--- config.mk ---
export PLATFORM = sky130hd
export DESIGN_NAME = td4x_core
export DESIGN_NICKNAME = d
export VERILOG_FILES = /design/src/rtl/td4x_core.sv
export SDC_FILE = /design/constraint.sdc
export NUM_CORES = 1
export LEC_CHECK = 0
export BUFFER_PORTS_ARGS = -buffer_cell sky130_fd_sc_hd__buf_2
export CAP_MARGIN = 20
export CORE_AREA = 5 5 59 56
export DETAILED_ROUTE_END_ITERATION = 8
export DIE_AREA = 0 0 64 61
export PLACE_DENSITY = 0.76
export SLEW_MARGIN = 20
export SYNTH_ARGS = -nofsm -noshare
export SYNTH_HDL_FRONTEND = slang
export SYNTH_SLANG_ARGS = --single-unit
--- constraint.sdc ---
create_clock -name clock -period 5.42 [get_ports clock]
set_clock_uncertainty 0.1 [all_clocks]
set_input_delay 1.084 -clock clock [delete_from_list [all_inputs] [get_ports clock]]
set_output_delay 1.084 -clock clock [all_outputs]
set_load 0.03 [all_outputs]
--- src/rtl/td4x_core.sv ---
// td4x_core: parametrised TD4-style accumulator CPU core.
// Executes one instruction per enabled clock from an asynchronous-read program ROM.
module td4x_core #(
  parameter int          DATA_W   = 4,
  parameter int unsigned RESET_PC = 0
) (
  input  logic              clock,
  input  logic              reset,
  input  logic              step_en,
  output logic [DATA_W-1:0] instr_addr,
  input  logic [DATA_W+3:0] instr_data,
  input  logic [DATA_W-1:0] sw,
  output logic [DATA_W-1:0] LED,
  output logic              carry,
  output logic              halted
);

  localparam logic [DATA_W-1:0] PC_INIT = DATA_W'(RESET_PC);

  typedef enum logic {
    ST_RUN  = 1'b0,
    ST_HALT = 1'b1
  } state_e;

  state_e            state_q, state_d;
  logic [DATA_W-1:0] a_q, a_d;
  logic [DATA_W-1:0] b_q, b_d;
  logic [DATA_W-1:0] pc_q, pc_d;
  logic [DATA_W-1:0] led_q, led_d;
  logic              carry_q, carry_d;
  logic              halted_q, halted_d;

  logic [3:0]        op;
  logic [DATA_W-1:0] im;
  logic [DATA_W-1:0] pc_inc;
  logic [DATA_W:0]   sum_a;
  logic [DATA_W:0]   sum_b;

  assign op     = instr_data[DATA_W+3:DATA_W];
  assign im     = instr_data[DATA_W-1:0];
  assign pc_inc = pc_q + DATA_W'(1);
  assign sum_a  = {1'b0, a_q} + {1'b0, im};
  assign sum_b  = {1'b0, b_q} + {1'b0, im};

  // Next-state decode: every executed instruction clears carry unless it is an ADD.
  always_comb begin
    state_d  = state_q;
    a_d      = a_q;
    b_d      = b_q;
    pc_d     = pc_q;
    led_d    = led_q;
    carry_d  = carry_q;
    halted_d = halted_q;
    if (step_en && (state_q == ST_RUN)) begin
      pc_d    = pc_inc;
      carry_d = 1'b0;
      case (op)
        4'b0000: {carry_d, a_d} = sum_a;
        4'b0001: a_d = b_q;
        4'b0010: a_d = sw;
        4'b0011: a_d = im;
        4'b0100: b_d = a_q;
        4'b0101: {carry_d, b_d} = sum_b;
        4'b0110: b_d = sw;
        4'b0111: b_d = im;
        4'b1000: begin
          pc_d     = pc_q;
          state_d  = ST_HALT;
          halted_d = 1'b1;
        end
        4'b1001: led_d = b_q;
        4'b1010: led_d = a_q;
        4'b1011: led_d = im;
        4'b1100: pc_d = pc_inc;
        4'b1101: begin
          if (carry_q) pc_d = im;
          else         pc_d = pc_inc;
        end
        4'b1110: begin
          if (!carry_q) pc_d = im;
          else          pc_d = pc_inc;
        end
        4'b1111: pc_d = im;
        default: pc_d = pc_inc;
      endcase
    end else begin
      state_d = state_q;
    end
  end

  // State registers with synchronous reset that overrides step_en and HALT.
  always_ff @(posedge clock) begin
    if (reset) begin
      state_q  <= ST_RUN;
      a_q      <= {DATA_W{1'b0}};
      b_q      <= {DATA_W{1'b0}};
      pc_q     <= PC_INIT;
      led_q    <= {DATA_W{1'b0}};
      carry_q  <= 1'b0;
      halted_q <= 1'b0;
    end else begin
      state_q  <= state_d;
      a_q      <= a_d;
      b_q      <= b_d;
      pc_q     <= pc_d;
      led_q    <= led_d;
      carry_q  <= carry_d;
      halted_q <= halted_d;
    end
  end

  assign instr_addr = pc_q;
  assign LED        = led_q;
  assign carry      = carry_q;
  assign halted     = halted_q;

endmodule

==> metrics.txt <==
Die H 61 µm; CP Cell Sequence buf_2 > ha_1 > inv_1 > fa_1 > nand2b_1 > a2111oi_0 > a311oi_1 > o21ai_1; design area between 1500 and 2000 µm²; Synth cell types 45; CP Class input port to flip-flop; Reg2Reg Setup Slack between 3 and 4 ns; max frequency 386 MHz; hold buffer count at CTS 0; Layout Area Growth over Synthesis 9.58%; Synth Area in Adders between 10% and 20%; Final Hold Fails 0; Final min period about 2.6 ns; clock-pin slew on the worst setup and hold paths approximately 0.10 ns; # clock sinks 18; Crit path largest cell delay ~0.43 ns; TNS Setup 0 ns; die width between 60 and 70 µm; PortBufs 24; count of flip-flops with a built-in enable after synthesis 0; DRT iter0 DRCs approximately 70; Most used DFF post-synth dfxtp_1; total gr overflow 0; Worst setup EP type flip-flop; CP Data Required Time ~5.6 ns; Synth top cells by count dfxtp_1, a21oi_1, nand2_1, nor2_1; Post-synth ARST share 0%; Post-Syn Area 1370 µm²; final core occ a little under three fifths; crit-path max FO 7; Syn Area/Cell around 8.5 µm²; Ys Warns 0; Initial Utilization between 50 and 60%; drt first pass iters 4; share of layout cells above drive strength 1 20.8%; H-tree depth 1; share of the synthesized area in the top cell type 26.3%; maximum VDD drop approximately 0.15 mV; final slew viol count 0; hold crit path type flip-flop to flip-flop; syn nets 187; Final setup violation count 0; most common cell in the netlist dfxtp_1; largest family of logic cells by synthesized area compound AO/OA/AOI/OAI gates; Clk Latency, worst-skew pair 0.30 ns; RSZ-0062 raised after global routing no; Pleak 0.610 nW; largest area contributor in the synthesized netlist dfxtp_1; Total GRT Usage between 15 and 20%; Core ar. about 2600 µm²; max cap viols 0; post-synthesis simple-gate area fraction between 20% and 30%; vias in the first global route between 1000 and 1500; Least-Margin Pin Slew between 0.5 and 0.6 ns; Wirelength per Cell 15.7 µm; Slowest-stage cell, CP a2111oi_0; Synth Area in XOR/XNOR between 1 and 1.5%; Num CTS Buffers 3; critical path launch point type input port; initial antenna violation count 0; pwr/cell area around 190 nW/µm²; I/O pins 25; Die Area slightly below 4000 µm²; max_slew headroom roughly 63%; DRC violations left 0; status finished clean; sequential area share after synthesis between 20% and 30%; hpwl dp approximately 2500 µm; remaining antenna violation count 0; clk root buf clkbuf_4; compound-gate portion of the synthesized area between 20% and 30%; first-pass GRT wire length 5380 µm; mux cell area share after synthesis 10.9%; Vias around 1300; Yosys reg bits 18; Post-CTS Setup Repair Bufs 0; # rows 18; Mapped Cells between 150 and 200; crit path DAT 2.73 ns; final net count a little over 200; period utilization a little under half; clk buf depth 2; placed insts 205; pin count of the biggest net entering global routing 26; drt total wl ~3300 µm; PostCTS Resize Cnt 0; top cells by area, synth dfxtp_1, ha_1, mux2i_1; GPL Wtd Cong 0.926; CTS tree done; Layout Cells excl Fill about 210; fillcell total 245; Placed Area approximately 1500 µm²; diode count 0; drt via density roughly 6.1
[layout by cell type (no fill, tap or decap), types with 3 or more instances in the layout]
| master | instances |
|---|---|
| inv_1 | 6 |
| o31ai_1 | 3 |
| a211oi_1 | 3 |
| nand3_1 | 5 |
| ha_1 | 9 |
| nor2b_1 | 3 |
| a21oi_1 | 14 |
| buf_2 | 24 |
| clkbuf_4 | 3 |
| nand2b_1 | 7 |
| mux2i_1 | 9 |
| o211ai_1 | 8 |
| o21ai_0 | 3 |
| nand3b_1 | 3 |
| dfxtp_1 | 18 |
| nand2_1 | 14 |
| o21ai_1 | 3 |
| nor2_1 | 10 |
[worst max-delay path: cells and delay by family]
family	cells	cell delay, ns
buffers and inverters	2	0.21
and+or+nand+nor	1	0.16
AOI/OAI and AO/OA	3	0.68
adders and majority gates	2	0.59
[report_power, final]
part / switching [mW] / internal, mW / leakage, nW / total [mW]
clock network: 0.0411 / 0.0259 / 0.0138 / 0.0670
logic: 0.0445 / 0.0288 / 0.450 / 0.0733
registers: 0.00488 / 0.137 / 0.146 / 0.142
[final timing paths]
check | startpoint | endpoint | cells after the start
worst min register to register | LED[2] | LED[2] | 2
worst max-delay path | instr_data[0] | carry | 8
worst min-delay path | LED[2] | LED[2] | 2
worst max register to register | a_q[0] | carry | 7
[registers in the layout (all words and copies together) (netlist names)]
register,count
LED,4
a_q,4
b_q,4
instr_addr,4
carry,1
halted,1
[cell type report]
type / count / area (µm²) / share of cell area, %
Clock buffer: 3 / 22.5 / 1.50
Inverter: 7 / 26.3 / 1.75
Multi-Input combinational cell: 126 / 936 / 62.3
Sequential cell: 18 / 360 / 24.0
Tap cell: 30 / 37.5 / 2.50
Timing Repair Buffer: 24 / 120 / 7.99
[per-stage QoR]
stage          setup slack (ns)  power [mW]  hold slack, ns
2_1_floorplan              2.90       0.197           0.366
3_3_place_gp               2.67       0.215           0.338
3_5_place_dp               2.56       0.217           0.347
4_1_cts                    2.84       0.284           0.361
5_1_grt                    2.73       0.297           0.393
6_report                   2.83       0.282           0.359
[logic make-up (layout without fill, tap and decap cells)]
kind of cell | after synthesis | after routing
DFF | 18 | 18
AOI/OAI and AO/OA | 49 | 49
buffers and inverters | 17 | 34
and+or+nand+nor | 52 | 52
adders and majority gates | 11 | 11
xor gates and xnor gates | 2 | 2
muxes | 12 | 12
[layer usage]
layer  GRT usage [%]  share of wire (%)
met1            24.0                 48
met2            27.7                 45
met3            2.78                5.1
met4            8.31                2.2
met5               0                  0
No activity file was read; power rests on OpenSTA's default activity.
